==> src/rtl/mips_mem_pkg.sv <==
// Shared types for the unified memory port arbiter: FSM states and grant ids.
package mips_mem_pkg;

    typedef enum logic [1:0] {
        ST_IDLE   = 2'd0,
        ST_ACCESS = 2'd1,
        ST_WAIT   = 2'd2,
        ST_DONE   = 2'd3
    } state_t;

    typedef enum logic {
        GNT_CPU = 1'b0,
        GNT_LDR = 1'b1
    } grant_t;

endpackage

==> src/rtl/mem_port_arbiter_if.sv <==
// Requester-side memory access bundle; one instance each for the CPU and the loader.
interface mem_port_arbiter_if #(
    parameter int AW = 32,
    parameter int DW = 32
);
    logic          req;
    logic          we;
    logic [AW-1:0] addr;
    logic [DW-1:0] wdata;
    logic [DW-1:0] rdata;
    logic          ack;

    modport master (output req, we, addr, wdata, input rdata, ack);
    modport slave  (input req, we, addr, wdata, output rdata, ack);
endinterface

==> src/rtl/mem_rr_arb2.sv <==
// Two-way round-robin picker (bit 0 = CPU, bit 1 = loader) with an exclusion mask.
module mem_rr_arb2
    import mips_mem_pkg::*;
(
    input  logic       clk,
    input  logic       rst,
    input  logic [1:0] req,
    input  logic [1:0] mask,
    input  logic       take,
    output logic       valid,
    output grant_t     gnt
);
    logic [1:0] cand;
    grant_t     last_q;
    grant_t     last_d;

    // On a tie the requester that was not served last time wins.
    always_comb begin
        cand  = req & ~mask;
        valid = |cand;
        gnt   = GNT_CPU;
        if (cand == 2'b11) begin
            gnt = (last_q == GNT_CPU) ? GNT_LDR : GNT_CPU;
        end else if (cand[1]) begin
            gnt = GNT_LDR;
        end
    end

    // Remember the winner only when the grant is actually taken.
    always_comb begin
        last_d = last_q;
        if (take && valid) begin
            last_d = gnt;
        end
    end

    // Starting at LDR makes the CPU win the first tie after reset.
    always_ff @(posedge clk or posedge rst) begin
        if (rst) begin
            last_q <= GNT_LDR;
        end else begin
            last_q <= last_d;
        end
    end
endmodule

==> src/rtl/mem_port_arbiter.sv <==
// Shares the single memory port between the CPU control path and the debug loader.
module mem_port_arbiter
    import mips_mem_pkg::*;
#(
    parameter int AW      = 32,
    parameter int DW      = 32,
    parameter int MEM_LAT = 2
) (
    input  logic              cclk,
    input  logic              rst,
    input  logic              halt,
    mem_port_arbiter_if.slave cpu,
    mem_port_arbiter_if.slave ldr,
    output logic              cpu_stall,
    output logic [AW-1:0]     mem_addr,
    output logic [DW-1:0]     mem_wdata,
    output logic              mem_we,
    output logic              mem_re,
    input  logic [DW-1:0]     mem_rdata,
    output logic              busy
);
    localparam int CW = $clog2(MEM_LAT) + 1;

    state_t        state_q, state_d;
    grant_t        gnt_q, gnt_d;
    logic          we_q, we_d;
    logic [AW-1:0] addr_q, addr_d;
    logic [DW-1:0] wdata_q, wdata_d;
    logic [CW-1:0] cnt_q, cnt_d;
    logic [DW-1:0] cpu_rdata_q, cpu_rdata_d;
    logic [DW-1:0] ldr_rdata_q, ldr_rdata_d;

    logic          arb_take;
    logic          arb_valid;
    grant_t        arb_gnt;
    logic          last_rd;

    assign arb_take = (state_q == ST_IDLE) || (state_q == ST_DONE);
    assign last_rd  = ((state_q == ST_ACCESS) && !we_q && (MEM_LAT == 1)) ||
                      ((state_q == ST_WAIT) && (cnt_q == CW'(MEM_LAT - 1)));

    mem_rr_arb2 u_arb (
        .clk   (cclk),
        .rst   (rst),
        .req   ({ldr.req, cpu.req & ~halt}),
        .mask  ({ldr.ack, cpu.ack}),
        .take  (arb_take),
        .valid (arb_valid),
        .gnt   (arb_gnt)
    );

    // Access sequencing, request latching and read-data capture.
    always_comb begin
        state_d     = state_q;
        gnt_d       = gnt_q;
        we_d        = we_q;
        addr_d      = addr_q;
        wdata_d     = wdata_q;
        cnt_d       = cnt_q;
        cpu_rdata_d = cpu_rdata_q;
        ldr_rdata_d = ldr_rdata_q;
        case (state_q)
            ST_IDLE, ST_DONE: begin
                state_d = ST_IDLE;
                if (arb_valid) begin
                    state_d = ST_ACCESS;
                    gnt_d   = arb_gnt;
                    if (arb_gnt == GNT_CPU) begin
                        we_d    = cpu.we;
                        addr_d  = cpu.addr;
                        wdata_d = cpu.wdata;
                    end else begin
                        we_d    = ldr.we;
                        addr_d  = ldr.addr;
                        wdata_d = ldr.wdata;
                    end
                end
            end
            ST_ACCESS: begin
                if (we_q || (MEM_LAT == 1)) begin
                    state_d = ST_DONE;
                end else begin
                    state_d = ST_WAIT;
                    cnt_d   = CW'(1);
                end
            end
            ST_WAIT: begin
                if (cnt_q == CW'(MEM_LAT - 1)) begin
                    state_d = ST_DONE;
                    cnt_d   = '0;
                end else begin
                    cnt_d = cnt_q + CW'(1);
                end
            end
            default: state_d = ST_IDLE;
        endcase
        if (last_rd) begin
            if (gnt_q == GNT_CPU) begin
                cpu_rdata_d = mem_rdata;
            end else begin
                ldr_rdata_d = mem_rdata;
            end
        end
    end

    // State and data registers; reset abandons any access in flight.
    always_ff @(posedge cclk or posedge rst) begin
        if (rst) begin
            state_q     <= ST_IDLE;
            gnt_q       <= GNT_CPU;
            we_q        <= 1'b0;
            addr_q      <= '0;
            wdata_q     <= '0;
            cnt_q       <= '0;
            cpu_rdata_q <= '0;
            ldr_rdata_q <= '0;
        end else begin
            state_q     <= state_d;
            gnt_q       <= gnt_d;
            we_q        <= we_d;
            addr_q      <= addr_d;
            wdata_q     <= wdata_d;
            cnt_q       <= cnt_d;
            cpu_rdata_q <= cpu_rdata_d;
            ldr_rdata_q <= ldr_rdata_d;
        end
    end

    assign busy      = (state_q != ST_IDLE);
    assign mem_we    = (state_q == ST_ACCESS) && we_q;
    assign mem_re    = ((state_q == ST_ACCESS) || (state_q == ST_WAIT)) && !we_q;
    assign mem_addr  = busy ? (addr_q & ~AW'(3)) : '0;
    assign mem_wdata = busy ? wdata_q : '0;
    assign cpu.ack   = (state_q == ST_DONE) && (gnt_q == GNT_CPU);
    assign ldr.ack   = (state_q == ST_DONE) && (gnt_q == GNT_LDR);
    assign cpu.rdata = cpu_rdata_q;
    assign ldr.rdata = ldr_rdata_q;
    assign cpu_stall = cpu.req & ~cpu.ack;
endmodule
==> src/flat_wrapper.sv <==
// flat-port wrapper written by rule: the top's interface ports become plain ports
module mem_port_arbiter_flat import mips_mem_pkg::*;
#(
    parameter int AW      = 32,
    parameter int DW      = 32,
    parameter int MEM_LAT = 2
)
  (cclk, rst, halt, cpu_stall, mem_addr, mem_wdata, mem_we, mem_re, mem_rdata, busy, cpu_req, cpu_we, cpu_addr, cpu_wdata, cpu_rdata, cpu_ack, ldr_req, ldr_we, ldr_addr, ldr_wdata, ldr_rdata, ldr_ack);
  mem_port_arbiter_if #(.AW(AW), .DW(DW)) cpu_i ();
  mem_port_arbiter_if #(.AW(AW), .DW(DW)) ldr_i ();
  input  logic cclk;
  input  logic rst;
  input  logic halt;
  output logic cpu_stall;
  output logic [AW-1:0] mem_addr;
  output logic [DW-1:0] mem_wdata;
  output logic mem_we;
  output logic mem_re;
  input  logic [DW-1:0] mem_rdata;
  output logic busy;
  input wire logic [$bits(cpu_i.req)-1:0] cpu_req;
  input wire logic [$bits(cpu_i.we)-1:0] cpu_we;
  input wire logic [$bits(cpu_i.addr)-1:0] cpu_addr;
  input wire logic [$bits(cpu_i.wdata)-1:0] cpu_wdata;
  output wire logic [$bits(cpu_i.rdata)-1:0] cpu_rdata;
  output wire logic [$bits(cpu_i.ack)-1:0] cpu_ack;
  input wire logic [$bits(ldr_i.req)-1:0] ldr_req;
  input wire logic [$bits(ldr_i.we)-1:0] ldr_we;
  input wire logic [$bits(ldr_i.addr)-1:0] ldr_addr;
  input wire logic [$bits(ldr_i.wdata)-1:0] ldr_wdata;
  output wire logic [$bits(ldr_i.rdata)-1:0] ldr_rdata;
  output wire logic [$bits(ldr_i.ack)-1:0] ldr_ack;
  assign cpu_i.req = cpu_req;
  assign cpu_i.we = cpu_we;
  assign cpu_i.addr = cpu_addr;
  assign cpu_i.wdata = cpu_wdata;
  assign cpu_rdata = cpu_i.rdata;
  assign cpu_ack = cpu_i.ack;
  assign ldr_i.req = ldr_req;
  assign ldr_i.we = ldr_we;
  assign ldr_i.addr = ldr_addr;
  assign ldr_i.wdata = ldr_wdata;
  assign ldr_rdata = ldr_i.rdata;
  assign ldr_ack = ldr_i.ack;
  mem_port_arbiter #(.AW(AW), .DW(DW), .MEM_LAT(MEM_LAT)) u_core (.cclk(cclk), .rst(rst), .halt(halt), .cpu(cpu_i), .ldr(ldr_i), .cpu_stall(cpu_stall), .mem_addr(mem_addr), .mem_wdata(mem_wdata), .mem_we(mem_we), .mem_re(mem_re), .mem_rdata(mem_rdata), .busy(busy));
endmodule
==> config.mk <==
export PLATFORM = sky130hd
export DESIGN_NAME = mem_port_arbiter_flat
export DESIGN_NICKNAME = d
export VERILOG_FILES = /design/src/rtl/mips_mem_pkg.sv /design/src/rtl/mem_port_arbiter_if.sv /design/src/rtl/mem_rr_arb2.sv /design/src/rtl/mem_port_arbiter.sv /design/src/flat_wrapper.sv
export SDC_FILE = /design/constraint.sdc
export NUM_CORES = 1
export LEC_CHECK = 0
export ABC_AREA = 0
export CAP_MARGIN = 20
export CORE_ASPECT_RATIO = 1.1
export CORE_MARGIN = 5
export CORE_UTILIZATION = 36
export DETAILED_ROUTE_END_ITERATION = 12
export PLACE_DENSITY = 0.76
export REMOVE_ABC_BUFFERS = 1
export SKIP_LAST_GASP = 1
export SYNTH_ARGS = -nofsm -noshare
export SYNTH_HDL_FRONTEND = slang
export SYNTH_HIERARCHICAL = 1
export SYNTH_SLANG_ARGS = --single-unit
==> constraint.sdc <==
create_clock -name cclk -period 4.2 [get_ports cclk]
set_clock_uncertainty 0.05 [all_clocks]
set_input_delay 0.42 -clock cclk [delete_from_list [all_inputs] [get_ports cclk]]
set_output_delay 0.42 -clock cclk [all_outputs]
set_load 0.02 [all_outputs]
==> reports/results.tsv, run 1 <==
stage	metric	value	unit
power	p_total	8.05	mW
finish	final_common_cell	clkdlybuf4s50_1	
power	comb_power_share	0.541	
global_route	gr-total-overflow	0	
sta	relSlewSlack	0.431	
critical_path	crit_path_max_fanout	41	
place	dpl_cell_area	9250	um2
finish	area_growth	60.6	%
critical_path	reg2reg_depth	7	
critical_path	required	3.73	ns
route	wl	17000	um
clocking	clock_sinks	133	
finish	multiInputGateArea	2610	um2
critical_path	cp-end-kind	primary output	
sta	fin_hold_ws	0.379	ns
power	ir_drop	346	uV
power	clockPowerShare	0.179	
power	switching_share	0.389	
global_route	grt_pass1_vias	4924	
finish	final_cell_count_no_fill	1034	
synthesis	ys_async_sr_fraction	1.00	
synthesis	synth_top_family_by_area	multiplexers	
sta	rsz0062_at_grt	false	
clocking	htree_levels	4	
die	core	16900	um2
finish	fillCellCount	1432	
power	internal_power	4.92	mW
route	ant_nets	0	
finish	fin_area	9830	um2
die	die_w	134	um
clocking	clk_latency	0.41	ns
clocking	cts.repair.resized	0	
route	first_pass_iters	6	
synthesis	ys_types	28	
sta	period_share	0.744	
route	vias	4742	
route	drt_iter0_drc	141	
place	hpwl	13100	um
global_route	grt.total_usage	0.171	
critical_path	start_kind	register	
place	gp_congestion	0.769	
critical_path	path_cells	inv_1 > ha_2 > buf_4 > nor2b_1 > clkdlybuf4s50_1	
global_route	grt_max_degree	86	
sta	finalCriticalPeriod	3.12	ns
die	die_h	147	um
synthesis	synthCells	526	
die	core.rowCount	50	
sta	final_max_slew_viol_count	0	
critical_path	slowest_stage	clkdlybuf4s50_1	
synthesis	syn_area	6120	um2
power	p_leak	4.20	nW
power	power_density	819	nW/um2
clocking	cts_setup_buffers	0	
synthesis	synth_seq_cells	133	
place	io_buffers	294	
sta	worst_pin_slew	0.854	ns
finish	seqCellArea	3330	um2
finish	diodes	0	
finish	drive_gt1_frac	0.137	
critical_path	cp_data_arrival_time	2.65	ns
die	start_util	0.362	
synthesis	synth_compound_area_frac	0.0574	
global_route	antenna_found_initial	0	
critical_path	r2r_slack	1.47	ns
finish	final_cell_mix	294 x clkdlybuf4s50_1, 132 x dfrtp_1, 66 x mux2i_1	
job	cap_violations	0	
synthesis	synthMuxAreaShare	0.229	
synthesis	avgSynthCellArea	11.6	um2
die	dieArea	19700	um2
critical_path	critical_path_class	register to primary output	
die	io_pins	301	
synthesis	synthAdderAreaFrac	0.0102	
place	place_inst	1002	
synthesis	yosysWarnings	6	
synthesis	synth-seq-area-share	0.544	
sta	hold_viol_final	0	
clocking	cts_root_buffer	clkbuf_16	
sta	setup_viol	0	
clocking	cts_made_buffers	17	
min_path	hold_class	primary input to async pin	
power	p_sw	3.13	mW
synthesis	synth_flop_cell	dfrtp_1	
clocking	hold_buffers	0	
finish	finalNetCount	985	
sta	fmax	0.320	GHz
route	routed_via_density	4.59	
outcome	outcome	finished, final reports clean	
clocking	cts_tree	yes	
power	p_seq_frac	0.280	
route	post-route-drc-count	0	
synthesis	synth_simple_gate_area_share	0.124	
clocking	clkTransAtPathRegs	0.06	ns
synthesis	synth-edff-count	0	
global_route	grt_pass1_wl	26500	um
critical_path	slowest_delay	0.59	ns
clocking	cts.path.max_buffers	2	
route	wire_per_inst	16.5	um
synthesis	synth_xor_area_frac	0	
[cell families (layout without fill, tap and decap cells)]
logic type      count (synthesis)  in the layout
fa+ha+maj                       5              5
compound gates                 68             68
simple gates                  143            143
mux                           132            132
buf+inv                        44            343
flops                         133            133
other cells                     1              2
[layer usage]
layer  vias to the layer above  global-route usage  share of wire
li1                       2366                   -              -
met1                      2153               0.201           0.40
met2                       214               0.290           0.49
met3                         9              0.0692           0.10
met4                         0              0.0494         0.0093
met5                         -                   0              0
[worst max-delay path, delay by kind of cell, from the launching register on]
kind                       cells  cell delay [ns]
buffers and inverters          3             1.19
DFF                            1             0.42
and+or+nand+nor                1             0.09
adders and majority gates      1             0.51
[worst paths after layout]
path	startpoint	end
setup / recovery	u_core/state_q[0]$_DFFE_PP0P_	mem_wdata[2]
min in group cclk	u_core/addr_q[15]$_DFFE_PP0P_	u_core/addr_q[15]$_DFFE_PP0P_
max in group asynchronous	rst	u_core/addr_q[19]$_DFFE_PP0P_
hold reg to reg	u_core/addr_q[15]$_DFFE_PP0P_	u_core/addr_q[15]$_DFFE_PP0P_
setup reg to reg	u_core/state_q[0]$_DFFE_PP0P_	u_core/wdata_q[27]$_DFFE_PP0P_
hold / removal	rst	u_core/u_arb/last_q$_DFFE_PP1P_
[registers in the layout (all words and copies together), names as in the netlist]
register / flops
u_core/cpu.rdata: 32
u_core/u_arb/last_q: 1
u_core/wdata_q: 32
u_core/gnt_q: 1
u_core/cnt_q: 2
u_core/we_q: 1
u_core/ldr.rdata: 32
u_core/state_q: 2
u_core/addr_q: 30
[power groups by stage]
stage	logic, mW	clock network [mW]	registers (mW)
after floorplan	2.12	0	2.62
after global placement	4.36	0	2.25
after detailed placement	4.42	0	2.29
after CTS	4.43	1.48	2.26
after global routing	4.70	1.54	2.35
final	4.35	1.44	2.26
[cell type report]
type | instances | share of cell area
Clock inverter | 14 | 0.0145
Clock buffer | 18 | 0.0447
Timing Repair Buffer | 302 | 0.307
Inverter | 9 | 0.00394
Multi-Input combinational cell | 350 | 0.265
Sequential cell | 133 | 0.339
Tap cell | 208 | 0.0265
[Yosys cell counts (3+ instances only)]
master / count / share of area
o21ai_0: 64 / 0.052
nor2_1: 3 / 0.0018
mux2_2: 64 / 0.12
mux2i_1: 66 / 0.11
nand2_1: 65 / 0.040
nor2b_1: 65 / 0.066
clkbuf_1: 15 / 0.0092
buf_6: 3 / 0.0055
ha_1: 5 / 0.010
buf_2: 15 / 0.012
dfrtp_1: 132 / 0.54
inv_1: 9 / 0.0055
[per-stage QoR]
stage | worst slack (ns) | setup TNS, ns | util
floorplan | -2.25 | -143.71 | -
global placement | 1.45 | 0 | 0.548
detailed placement | 1.41 | 0 | 0.548
CTS | 0.944 | 0 | 0.582
global route | 0.840 | 0 | 0.582
finish | 1.08 | 0 | 0.582
Note: power is estimated with default switching activity, not from simulation.
==> run 2, diff against run 1 <==
- PLACE_DENSITY: 0.76 -> 0.73
- clock period: 4.2 -> 2.95 ns (I/O delays scaled with it)
==> run 2 against run 1 <==
Effect of this change:
- highest routed layer unchanged
- first-iteration DRC count down 44%
- flip-flop and latch count stayed put
- via count up 3.1%
- final cell count up 0.39%
- critical path depth stayed put
- die area unchanged
- sequential power grew 43%
- clock power is 60% higher
- critical path type unchanged
==> reports/results.tsv, run 2 (synthesis gave the netlist of run 1 again) <==
stage	metric	value	unit	change
place	dpl_cell_area	9290	um2	+0.43%
global_route	gr-usage-met1	0.203		+0.00278
critical_path	cp_data_arrival_time	2.16	ns	-0.49 ns
place	dp_slack	0.490	ns	-0.924 ns
place	io_buffers	294		unchanged
die	core	16900	um2	unchanged
sta	fin_setup_tns	0	ns	unchanged
sta	worst_pin_slew	0.612	ns	-0.242 ns
die	core.rowCount	50		unchanged
critical_path	r2r_start	u_core/state_q[1]$_DFFE_PP0P_		
critical_path	reg2reg_depth	7		unchanged
power	power_density	1180	nW/um2	+45%
sta	final_max_slew_viol_count	0		unchanged
clocking	cts_setup_buffers	0		unchanged
route	vias	4887		+3.1%
critical_path	critical_path_class	register to primary output		
route	drt_iter0_drc	79		-44%
outcome	outcome	finished, final reports clean		
critical_path	r2r-end	u_core/wdata_q[25]$_DFFE_PP0P_		
sta	finalCriticalPeriod	2.51	ns	
global_route	grt.busiest_layer	met2		
global_route	gr-total-overflow	0		unchanged
sta	fmax	0.398	GHz	
finish	drive_gt1_frac	0.141		+0.00416
route	first_pass_iters	4		-2
place	hpwl	13800	um	+5.2%
finish	fin_area	9930	um2	+1.0%
finish	final_common_cell	clkdlybuf4s50_1		
global_route	grt_use_met3	0.0644		-0.00479
route	wire_per_inst	17.0	um	+3.5%
finish	fillCellCount	1386		-3.2%
finish	finalNetCount	989		+0.41%
clocking	hold_buffers	0		unchanged
critical_path	cp-end-kind	primary output		
global_route	grt_pass1_wl	27600	um	+4.4%
critical_path	r2r_slack	0.57	ns	-0.90 ns
route	post-route-drc-count	0		unchanged
die	die_h	147	um	unchanged
clocking	cts_tree	yes		
finish	area_growth	62.2	%	
finish	diodes	0		unchanged
clocking	clkTransAtPathRegs	0.06	ns	about the same
die	start_util	0.362		unchanged
critical_path	start_kind	register		
sta	period_share	0.851		
die	die_w	134	um	unchanged
sta	rsz0062_at_grt	false		
power	ir_drop	562	uV	+62%
global_route	grt.total_usage	0.178		+0.00647
sta	hold_viol_final	0		unchanged
finish	final_cell_mix	294 x clkdlybuf4s50_1, 132 x dfrtp_1, 66 x mux2i_1		
clocking	htree_levels	4		unchanged
global_route	grt_max_degree	75		-13%
min_path	hold_class	primary input to async pin		
clocking	cts.repair.resized	0		unchanged
sta	relSlewSlack	0.592		+0.162
clocking	cts.path.max_buffers	2		unchanged
place	gp_congestion	0.811		+5.4%
power	p_total	11.8	mW	+46%
clocking	clk_latency	0.41	ns	about the same
die	dieArea	19700	um2	unchanged
clocking	cts_made_buffers	17		unchanged
global_route	grt.met2_usage	0.310		+0.0196
finish	seqCellArea	3330	um2	unchanged
die	io_pins	301		unchanged
global_route	grt_pass1_vias	5349		+8.6%
route	ant_nets	0		unchanged
job	cap_violations	0		unchanged
finish	multiInputGateArea	2610	um2	unchanged
clocking	clock_sinks	133		unchanged
power	p_leak	4.25	nW	+1.3%
sta	setup_viol	0		unchanged
clocking	cts_root_buffer	clkbuf_16		
critical_path	required	2.61	ns	-1.12 ns
sta	finalWorstSetupSlack	0.440	ns	-0.635 ns
route	routed_via_density	4.71		+2.7%
route	wl	17700	um	+3.9%
critical_path	crit_path_max_fanout	31		-24%
global_route	antenna_found_initial	0		unchanged
## run 2: cell count changes in the layout (fill, tap and decap cells not counted), sizes merged
| cell | previous run | this run |
|---|---|---|
| bufinv | 1 | 4 |
| clkinv | 4 | 1 |
| inv | 15 | 17 |
| clkbuf | 18 | 17 |
| clkinvlp | 3 | 2 |
| buf | 8 | 12 |
## run 2: metrics by stage
stage                util  hold slack (ns)  std cells
detailed placement  0.550            0.413       1006
CTS                 0.588            0.211       1038
floorplan               -            0.135        492
finish              0.588            0.227       1038
global route        0.588            0.220       1038
global placement    0.550            0.403       1006
## run 2: critical path: stages, from the launching register on
cell             delay, ns
dfrtp_1               0.39
inv_1                 0.10
ha_2                  0.19
buf_4                 0.23
nor2b_1               0.16
clkdlybuf4s50_1       0.68
## run 2: how the worst max path moves through the flow
stage          depth (start not counted)                            end                     startpoint
4_1_cts                                5                    mem_addr[6]  u_core/state_q[1]$_DFFE_PP0P_
2_1_floorplan                          6  u_core/addr_q[10]$_DFFE_PP0P_  u_core/state_q[0]$_DFFE_PP0P_
6_report                               5                    mem_addr[6]  u_core/state_q[0]$_DFFE_PP0P_
5_1_grt                                5                    mem_addr[6]  u_core/state_q[1]$_DFFE_PP0P_
3_3_place_gp                           7       u_core/gnt_q$_DFFE_PP0P_                        cpu_req
3_5_place_dp                           8  u_core/addr_q[20]$_DFFE_PP0P_                        cpu_req
## run 2: per-layer routing
layer	wire (um)	vias to the layer above
met1	7030	2290
met4	270	0
li1	-	2357
met3	1660	19
met5	0	-
met2	8710	221
## run 2: layout make-up
cell class                      instances  share of cell area
Timing Repair Buffer                  306               0.308
Multi-Input combinational cell        350               0.263
Clock inverter                         15              0.0217
Sequential cell                       133               0.335
Inverter                                9             0.00365
Clock buffer                           17              0.0428
Tap cell                              208              0.0262
## run 2: power by group
part / internal (mW) / switching, mW / total [mW]
sequential: 2.77 / 0.463 / 3.23
clock: 1.44 / 0.859 / 2.30
combinational: 3.03 / 3.19 / 6.22
total: 7.24 / 4.51 / 11.8
